`src/rtl/vect_issue_queue_pkg.sv`:
```
// Shared types and RVV encodings for the vector instruction issue queue.
// Holds the queue entry layout and the reduction-opcode helper used by the classifier.
package vect_issue_queue_pkg;

  localparam int unsigned VIQ_DW = 32;

  localparam logic [6:0] OPC_VLOAD  = 7'b0000111;
  localparam logic [6:0] OPC_VSTORE = 7'b0100111;

  typedef enum logic [2:0] {
    OPIVV = 3'b000,
    OPFVV = 3'b001,
    OPMVV = 3'b010,
    OPIVI = 3'b011,
    OPIVX = 3'b100,
    OPFVF = 3'b101,
    OPMVX = 3'b110,
    OPCFG = 3'b111
  } vfunct3_e;

  localparam logic [5:0] F6_VSLIDEUP   = 6'b001110;
  localparam logic [5:0] F6_VSLIDEDOWN = 6'b001111;
  localparam logic [5:0] F6_VADC       = 6'b010000;

  // mop field (bits 27:26) value selecting a strided memory access
  localparam logic [1:0] OFF_STRIDE = 2'b10;

  typedef struct packed {
    logic [VIQ_DW-1:0] instr;
    logic [VIQ_DW-1:0] op1;
    logic [VIQ_DW-1:0] op2;
    logic              ext;
  } iq_entry_t;

  // Single-width integer reductions under OPMVV: vredsum .. vredmax
  function automatic logic is_red_funct6(input logic [5:0] f6);
    case (f6)
      6'b000000, 6'b000001, 6'b000010, 6'b000011,
      6'b000100, 6'b000101, 6'b000110, 6'b000111: return 1'b1;
      default:                                    return 1'b0;
    endcase
  endfunction

endpackage

```
`src/rtl/vect_instr_classify.sv`:
```
// Combinational decode of one vector instruction into a queue entry:
// resolves scalar operands and flags instructions that need the LSU/SLDU.
module vect_instr_classify
  import vect_issue_queue_pkg::*;
(
  input  logic [VIQ_DW-1:0] vinstr_i,
  input  logic [VIQ_DW-1:0] rs1_i,
  input  logic [VIQ_DW-1:0] rs2_i,
  output iq_entry_t         entry_o
);

  logic [6:0] opcode;
  logic [2:0] funct3;
  logic [5:0] funct6;
  logic       is_mem;

  always_comb begin
    opcode = vinstr_i[6:0];
    funct3 = vinstr_i[14:12];
    funct6 = vinstr_i[31:26];
    is_mem = (opcode == OPC_VLOAD) || (opcode == OPC_VSTORE);

    // unused operand fields stay zero so entries compare deterministically
    entry_o       = '0;
    entry_o.instr = vinstr_i;

    if (is_mem || (funct3 inside {OPIVX, OPFVF, OPMVX})) begin
      entry_o.op1 = rs1_i;
    end else if (funct3 == OPIVI) begin
      entry_o.op1 = {{(VIQ_DW-5){vinstr_i[19]}}, vinstr_i[19:15]};
    end

    if (is_mem && (vinstr_i[27:26] == OFF_STRIDE)) begin
      entry_o.op2 = rs2_i;
    end

    entry_o.ext = is_mem
               || (funct6 == F6_VSLIDEUP) || (funct6 == F6_VSLIDEDOWN)
               || ((funct6 == F6_VADC) && ((funct3 == OPMVV) || (funct3 == OPMVX)))
               || (is_red_funct6(funct6) && (funct3 == OPMVV));
  end

endmodule

```
`src/rtl/vect_issue_queue.sv`:
```
// In-order DEPTH-entry issue queue between the scalar vector-request port and lane dispatch.
// Optional VECT_IQ_BYPASS_EN: an empty queue forwards an incoming instruction combinationally.
module vect_issue_queue
  import vect_issue_queue_pkg::*;
#(
  parameter int unsigned DATA_WIDTH = VIQ_DW,
  parameter int unsigned DEPTH      = 4,
  parameter int unsigned CNT_W      = $clog2(DEPTH + 1)
) (
  input  logic                  clk_i,
  input  logic                  rst_i,
  input  logic                  vreq_i,
  input  logic [DATA_WIDTH-1:0] vinstr_i,
  input  logic [DATA_WIDTH-1:0] rs1_i,
  input  logic [DATA_WIDTH-1:0] rs2_i,
  output logic                  vready_o,
  output logic                  issue_valid_o,
  output logic [DATA_WIDTH-1:0] issue_instr_o,
  output logic [DATA_WIDTH-1:0] issue_op1_o,
  output logic [DATA_WIDTH-1:0] issue_op2_o,
  output logic                  issue_ext_o,
  input  logic                  issue_ready_i,
  input  logic                  ext_done_i,
  input  logic                  flush_i,
  output logic [CNT_W-1:0]      count_o,
  output logic                  ext_inflight_o
);

  localparam int unsigned PTR_W = $clog2(DEPTH);

  if (DATA_WIDTH != VIQ_DW) begin : g_width_chk
    $error("vect_issue_queue: DATA_WIDTH must equal the package entry width");
  end

  iq_entry_t        mem_q [DEPTH];
  iq_entry_t        mem_d [DEPTH];
  logic [PTR_W-1:0] wr_ptr_q, wr_ptr_d;
  logic [PTR_W-1:0] rd_ptr_q, rd_ptr_d;
  logic [PTR_W-1:0] shown_idx_q, shown_idx_d;
  logic [CNT_W-1:0] count_q, count_d;
  logic             ext_inflight_q, ext_inflight_d;

  iq_entry_t        in_entry;
  iq_entry_t        head;
  iq_entry_t        out_entry;
  logic [PTR_W-1:0] head_idx;
  logic             empty, full;
  logic             issue_valid;
  logic             byp_ok, byp_take;
  logic             deq, push, pop;

  vect_instr_classify u_classify (
    .vinstr_i (vinstr_i),
    .rs1_i    (rs1_i),
    .rs2_i    (rs2_i),
    .entry_o  (in_entry)
  );

  always_comb begin
    empty = (count_q == '0);
    full  = (count_q == CNT_W'(DEPTH));
    // While empty, keep presenting the slot last shown instead of a stale future slot
    head_idx = empty ? shown_idx_q : rd_ptr_q;
    head     = mem_q[head_idx];

    out_entry   = head;
    issue_valid = !empty && !(head.ext && ext_inflight_q && !ext_done_i);
`ifdef VECT_IQ_BYPASS_EN
    byp_ok = empty && !flush_i && vreq_i && !(in_entry.ext && ext_inflight_q && !ext_done_i);
`else
    byp_ok = 1'b0;
`endif
    if (byp_ok) begin
      out_entry   = in_entry;
      issue_valid = 1'b1;
    end

    byp_take = byp_ok && issue_ready_i;
    deq      = issue_valid && issue_ready_i;
    push     = vreq_i && !full && !flush_i && !byp_take;
    pop      = deq && !byp_take;

    mem_d = mem_q;
    if (push) begin
      mem_d[wr_ptr_q] = in_entry;
    end

    wr_ptr_d = wr_ptr_q + PTR_W'(push);
    rd_ptr_d = rd_ptr_q + PTR_W'(pop);
    count_d  = count_q + CNT_W'(push) - CNT_W'(pop);
    if (flush_i) begin
      rd_ptr_d = wr_ptr_q;
      count_d  = '0;
    end

    shown_idx_d = head_idx;

    // The external unit keeps running through a flush, so only reset clears this
    if (deq && out_entry.ext) begin
      ext_inflight_d = 1'b1;
    end else if (ext_done_i) begin
      ext_inflight_d = 1'b0;
    end else begin
      ext_inflight_d = ext_inflight_q;
    end
  end

  always_ff @(posedge clk_i) begin
    if (rst_i) begin
      for (int i = 0; i < DEPTH; i++) begin
        mem_q[i] <= '0;
      end
      wr_ptr_q       <= '0;
      rd_ptr_q       <= '0;
      shown_idx_q    <= '0;
      count_q        <= '0;
      ext_inflight_q <= 1'b0;
    end else begin
      mem_q          <= mem_d;
      wr_ptr_q       <= wr_ptr_d;
      rd_ptr_q       <= rd_ptr_d;
      shown_idx_q    <= shown_idx_d;
      count_q        <= count_d;
      ext_inflight_q <= ext_inflight_d;
    end
  end

  assign vready_o       = !full;
  assign issue_valid_o  = issue_valid;
  assign issue_instr_o  = out_entry.instr;
  assign issue_op1_o    = out_entry.op1;
  assign issue_op2_o    = out_entry.op2;
  assign issue_ext_o    = out_entry.ext;
  assign count_o        = count_q;
  assign ext_inflight_o = ext_inflight_q;

endmodule

```
`config.mk`:
```
export PLATFORM = sky130hd
export DESIGN_NAME = vect_issue_queue
export DESIGN_NICKNAME = d
export VERILOG_FILES = /design/src/rtl/vect_issue_queue_pkg.sv /design/src/rtl/vect_instr_classify.sv /design/src/rtl/vect_issue_queue.sv
export SDC_FILE = /design/constraint.sdc
export NUM_CORES = 1
export LEC_CHECK = 0
export ABC_AREA = 1
export CAP_MARGIN = 5
export CELL_PAD_IN_SITES_DETAIL_PLACEMENT = 2
export CELL_PAD_IN_SITES_GLOBAL_PLACEMENT = 2
export CORE_MARGIN = 4
export CORE_UTILIZATION = 36
export CTS_BUF_LIST = sky130_fd_sc_hd__clkbuf_16
export CTS_CLUSTER_DIAMETER = 50
export DETAILED_ROUTE_END_ITERATION = 7
export DONT_BUFFER_PORTS = 1
export GPL_ROUTABILITY_DRIVEN = 0
export GPL_TIMING_DRIVEN = 0
export PLACE_DENSITY = 0.76
export SYNTH_ARGS = -nofsm -noshare
export SYNTH_HDL_FRONTEND = slang
export SYNTH_SLANG_ARGS = --single-unit
```
`constraint.sdc`:
```
create_clock -name clk_i -period 3.5 [get_ports clk_i]
set_input_delay 0.7 -clock clk_i [delete_from_list [all_inputs] [get_ports clk_i]]
set_output_delay 0.7 -clock clk_i [all_outputs]
set_load 0.01 [all_outputs]
```
# After elaboration in Yosys (flattened, before gate mapping)
# Cells that the tools add are included.
[totals]
reg_bits = 398
in_bits = 102
out_inout_bits = 103
wordCells = 84
[classes]
add_sub_neg = 4
n_lt_le_gt_ge = 3
eq_ne = 12
muxes = 14
bitwise = 2
n_reduce_logical = 28
[op_table]
columns = ["cell", "count"]
rows = [
  ["bitwise mux 388 bit", 1],
  ["2-to-1 mux 97 bit", 3],
  ["binary-select mux 97 bit (select 2 bit)", 1],
  ["demux 97 bit (select 2 bit)", 1],
  ["2-to-1 mux 32 bit", 3],
  ["== test 3 bit (second input constant)", 4],
  ["== test 6 x 4 -> 1 bit (second input constant)", 2],
  ["logical AND 1 bit", 11],
  ["== test 7 x 3 -> 1 bit (second input constant)", 1],
  ["== test 7 x 6 -> 1 bit (second input constant)", 1],
  ["logical OR 1 bit", 7],
  ["== test 3 x 2 -> 1 bit (second input constant)", 2],
  ["== test 6 x 5 -> 1 bit (second input constant)", 1],
  [">= comparator 3 bit (second input constant)", 2],
  ["zero test 3 bit", 2],
  ["inverter 2 -> 3 bit", 2],
  ["zero test 1 bit", 5],
  ["adder 2 x 1 -> 2 bit", 2],
  ["2-to-1 mux 2 bit", 2],
  ["adder 3 x 1 -> 3 bit", 1],
  ["less-than comparator 3 x 1 -> 1 bit (second input constant)", 1],
  ["2-to-1 mux 1 bit", 3],
  ["nonzero test 3 bit", 1],
  ["subtractor 3 x 1 -> 3 bit", 1],
  ["other kinds (3)", 3],
]

# Depth between registers and ports, before layout
[depth]
word_depth = 13
depth_mapped = 19
mapped_depth_nobuf = 18

# Modules after synthesis
# Synthesis repeated with hierarchy kept, for this count alone.
[hier_totals]
cells_unflattened = 2503
area_unflattened_um2 = 18257.5
[by_module_without_submodules]
columns = ["module", "instances", "cells_per_inst", "area_per_inst_um2", "seq_area_each_um2"]
rows = [
  ["vect_issue_queue", 1, 2303, 17306.6, 7967.6],
  ["vect_instr_classify", 1, 200, 950.9, 0.0],
]

# Worst setup path before layout
# OpenSTA, ideal clock, no wires.
[synth_timing]
path_kind = "reg-to-reg"
start = "register count_q[1], in the netlist count_o[1]"
end = "register count_q[2], in the netlist count_o[2]"
setup_time_ns = 0.070
arrival_time_ns = 2.898
t_required_ns = 3.430
path_slack_ns = 0.533
stages_incl_launch_ff = 20
path_buffers = 1
period_less_slack_ns = 2.967
path_cell_list = "dfxtp_1 > nor2_4 > nand2_1 > nand2_1 > nand2_1 > buf_2 > nand2_1 > nand3_1 > nand2_1 > nand3_1 > nand2_1 > nor2_1 > ha_1 > inv_1 > ha_1 > inv_1 > fa_1 > xnor2_1 > or2_2 > a21oi_1"
[synth_between]
elab_chain_cells = 12
elab_cells_between_ends = 18
cone_classes = "add/sub: 2; eq/ne: 1; mux: 4; bitwise: 1; reduce/logical: 10"
[synth_lines]
columns = ["element", "line", "rtl"]
rows = [
  ["start, declared", "vect_issue_queue.sv:40", "logic [CNT_W-1:0] count_q, count_d;"],
  ["start signal, assigned", "vect_issue_queue.sv:123", "count_q <= count_d;"],
  ["zero test 3 bit", "vect_issue_queue.sv:60", "empty = (count_q == '0);"],
  ["2-to-1 mux 2 bit", "vect_issue_queue.sv:63", "head_idx = empty ? shown_idx_q : rd_ptr_q;"],
  ["inverter 2 -> 3 bit (not written as such)", "vect_issue_queue.sv:64", "head = mem_q[head_idx];"],
  ["binary-select mux 97 bit (select 2 bit)", "vect_issue_queue.sv:64", ""],
  ["2-to-1 mux 97 bit (not written as such) (2 in series)", "vect_issue_queue.sv:64", ""],
  ["net issue_ext_o", "vect_issue_queue.sv:21", "output logic issue_ext_o,"],
  ["logical AND 1 bit (2 in series)", "vect_issue_queue.sv:67", "issue_valid = !empty && !(head.ext && ext_inflight_q && !ext_done_i);"],
  ["zero test 1 bit", "vect_issue_queue.sv:67", ""],
  ["logical AND 1 bit", "vect_issue_queue.sv:67", ""],
  ["logical AND 1 bit", "vect_issue_queue.sv:79", "deq = issue_valid && issue_ready_i;"],
  ["subtractor 3 x 1 -> 3 bit", "vect_issue_queue.sv:90", "count_d = count_q + CNT_W'(push) - CNT_W'(pop);"],
]
# The timed path passes the listed nets, and every way through them passes these cells. The select of a mux whose other input is x is not followed.
# A chain may end at the register's enable or synchronous reset.

# Worst setup path in the final report
[layout_timing]
start = "register count_q[1], in the netlist count_o[1]"
end = "output issue_instr_o[27]"
[layout_between]
elab_chain_cells = 6
[layout_lines]
columns = ["element", "line", "rtl"]
rows = [
  ["zero test 3 bit", "vect_issue_queue.sv:60", ""],
  ["2-to-1 mux 2 bit", "vect_issue_queue.sv:63", ""],
  ["inverter 2 -> 3 bit (not written as such)", "vect_issue_queue.sv:64", ""],
  ["binary-select mux 97 bit (select 2 bit)", "vect_issue_queue.sv:64", ""],
  ["2-to-1 mux 97 bit (not written as such) (2 in series)", "vect_issue_queue.sv:64", ""],
  ["end, declared", "vect_issue_queue.sv:18", "output logic [DATA_WIDTH-1:0] issue_instr_o,"],
]
# Every way passes these cells. The select of a mux whose other input is x is not followed.

==> out/qor.csv <==
stage;metric;value;unit
die;dieArea;52600;um2
cts;clk_pin_slew;0.06;ns
detailed_routing;num_vias;18300;
logic_synthesis;synth_area_leaders;dfxtp_1 (45%), o21ai_0 (9.0%), o211ai_1 (8.0%);
finish;n_fill_cell;5551;
logic_synthesis;ys_seq_elements;398;
grt;overflow;0;
timing;finalSetupTns;0;ns
logic_synthesis;netlist_area;17700;um2
timing;skew;0.0191;ns
logic_synthesis;yosysMostFrequentCell;dfxtp_1;
finish;syn2layout_area_growth;17.8;%
setup_path;critPathMaxFanout;10;
logic_synthesis;syn_nets;2515;
cts;clk_path_buf_depth;3;
detailed_routing;wl_per_cell;26.2;um
grt;grt_max_degree;14;
detailed_routing;drtAntennaViolNets;0;
detailed_routing;drt-initial-drc-count;1131;
logic_synthesis;synth_top_area_share;45.1;%
timing;rsz0062_at_grt;yes;
logic_synthesis;avgSynthCellArea;7.33;um2
logic_synthesis;synth-edff-count;0;
setup_path;critPathKind;flop to output pin;
logic_synthesis;ys_async_sr_fraction;0;%
timing;worst-slew-pin-transition;1.20;ns
timing;setup_viol;0;
logic_synthesis;synth_common_cells;dfxtp_1 (398), nor2_1 (352), o21ai_0 (317);
cts;hold_buffers;0;
die;io_pins;205;
logic_synthesis;ys_types;31;
timing;timing.final.crit_share;97.5;%
detailed_routing;routed_wl;83.2;mm
logic_synthesis;yosys.area.top_type;dfxtp_1;
run_status;status;finished, final reports clean;
grt;grt_pass1_vias;19800;
finish;layout.nets;2574;
job;maxCapViolCount;0;
power_and_ir_drop;p_leak;9.65;nW
setup_path;critical_path_arrival;2.71;ns
logic_synthesis;yosysWarnings;0;
cts;cts_root_buffer;clkbuf_16;
setup_path;crit_top_cell;clkbuf_4;
setup_path;cp_num_buf_inv;4;
setup_path;slowest_delay;0.37;ns
cts;cts_max_level;2;
detailed_routing;first_pass_iters;5;
setup_path;cp-end-kind;output pin;
timing;hold_viol;0;
logic_synthesis;netlist_instances;2408;
place;portBuffers;0;
finish;drive_gt1_share;12.5;%
die;initial_core_util;36.7;%
setup_path;worstPathRequired;2.80;ns
setup_path;slowest_stage;dfxtp_2;
die;std_cell_rows;80;
setup_path;start_kind;flop;
grt;grt_pass1_wl;124;mm
timing;fmax;293;MHz
power_and_ir_drop;power.density;554;nW/um2
hold_path;hp-class;input port to flop;
detailed_routing;drc;0;
timing;max_slew_margin;20.1;%
logic_synthesis;ys.flop_type;dfxtp_1;
timing;min_period;3.41;ns
die;die_x;229;um
timing;layout_setup_ws;0.0861;ns
cts;cts_tree;built;
place;pre_cts_ws;-0.467;ns
power_and_ir_drop;ir_worst_vdd;0.336;mV
grt;grt.total_usage;30.6;%
die;core_area;48100;um2
cts;cts.sinks;398;
logic_synthesis;ys_seq_area_share;45.1;%
cts;cts_buffers;52;
timing;slew_violations;0;
place;dp_hpwl;58.3;mm
die;die-height;229;um
setup_path;path_delay_family;buffers and inverters;
detailed_routing;routed_via_density;5.77;
setup_path;path_cells;nor2_4 > nand2_2 > nand2_1 > nand2_4 > clkinvlp_4 > buf_4 > clkbuf_4 > clkbuf_4 > o21ai_0 > o22ai_2;
grt;antenna_found_initial;6;
cts;clock_latency;0.61;ns
stage by stage:
step | utilization (%) | instances | hold WS, ns | cell area [um2] | total power, mW
after global routing | 43.2 | 3170 | 0.219 | 20800 | 11.9
after floorplan | - | 2408 | 0.432 | 17700 | 5.64
after detailed placement | 38.4 | 3064 | 0.456 | 18500 | 6.15
after CTS | 42.8 | 3163 | 0.198 | 20600 | 11.5
after global placement | 38.4 | 3064 | 0.448 | 18500 | 6.09
final | 43.2 | 3170 | 0.230 | 20800 | 11.5
timing repair:
| action | in CTS | in global routing |
|---|---|---|
| setup endpoints to repair | 99 | 87 |
| gates resized for setup | 108 | 39 |
| pin swaps | 2 | 5 |
| cloned | 0 | 0 |
| setup buffers | 5 | 3 |
placed cells by master, fill, tap and decap left out, drive strengths merged, types with 18 or more instances in the layout:
cell    netlist  final
a21oi       146    146
nand4        33     33
o21ai       321    321
clkbuf      114    166
clkinv        1     18
nand2       229    229
nand3       144    144
dfxtp       398    398
o22ai        96     96
o211ai      189    189
buf          97    103
inv         273    290
nor2        353    353
power breakdown:
| group | total (mW) | internal [mW] | leakage [nW] | switching (mW) |
|---|---|---|---|---|
| clock network | 5.31 | 3.11 | 0.865 | 2.21 |
| logic | 1.44 | 0.399 | 5.56 | 1.04 |
| registers | 4.76 | 4.68 | 3.23 | 0.0827 |
| total | 11.5 | 8.19 | 9.65 | 3.33 |
cell families after synthesis:
group | after synthesis | share of synthesized area [%]
flops | 398 | 45.1
simple gates | 764 | 18.3
xor+xnor | 3 | 0.149
fa+ha+maj | 5 | 0.397
buf+inv | 485 | 11.3
compound gates | 753 | 24.7
sequential cells by signal, summed over array words and instances (netlist names):
| signal | flops |
|---|---|
| count_o | 3 |
| shown_idx_q | 2 |
| wr_ptr_q | 2 |
| ext_inflight_o | 1 |
| mem_q | 388 |
| rd_ptr_q | 2 |
area by class of cell:
| type | instances | area [um2] | share of cell area, % |
|---|---|---|---|
| multi-input cells | 1525 | 8150 | 39.2 |
| flip-flops and latches | 398 | 7970 | 38.3 |
| clock buffers | 53 | 1330 | 6.38 |
| plain buffers | 208 | 1070 | 5.14 |
| inverters | 274 | 1030 | 4.96 |
| well taps | 656 | 821 | 3.95 |
| clock inverters | 43 | 335 | 1.61 |
| repair buffers | 8 | 72.6 | 0.349 |
| diodes | 5 | 12.5 | 0.0602 |
final timing paths:
| kind | startpoint | to | slack (ns) | cells after the start |
|---|---|---|---|---|
| setup / recovery | count_o[1]$_SDFF_PP0_ | issue_instr_o[27] | 0.09 | 10 |
| hold / removal | vinstr_i[23] | mem_q[379]$_SDFFE_PP0P_ | 0.23 | 2 |
| setup reg to reg | count_o[1]$_SDFF_PP0_ | count_o[2]$_SDFF_PP0_ | 0.19 | 19 |
| hold reg to reg | mem_q[275]$_SDFFE_PP0P_ | mem_q[275]$_SDFFE_PP0P_ | 0.46 | 2 |
layer usage:
| metal | track usage [%] | share of wire (%) | routed length [um] | up-vias |
|---|---|---|---|---|
| met1 | 37.8 | 42 | 34600 | 9412 |
| met4 | 9.47 | 2.7 | 2270 | 2 |
| met3 | 6.87 | 6.7 | 5610 | 135 |
| met5 | 0 | 0.018 | 15 | - |
| li1 | - | - | - | 8229 |
| met2 | 53.2 | 49 | 40700 | 514 |
Note: power is estimated with default switching activity, not from simulation.
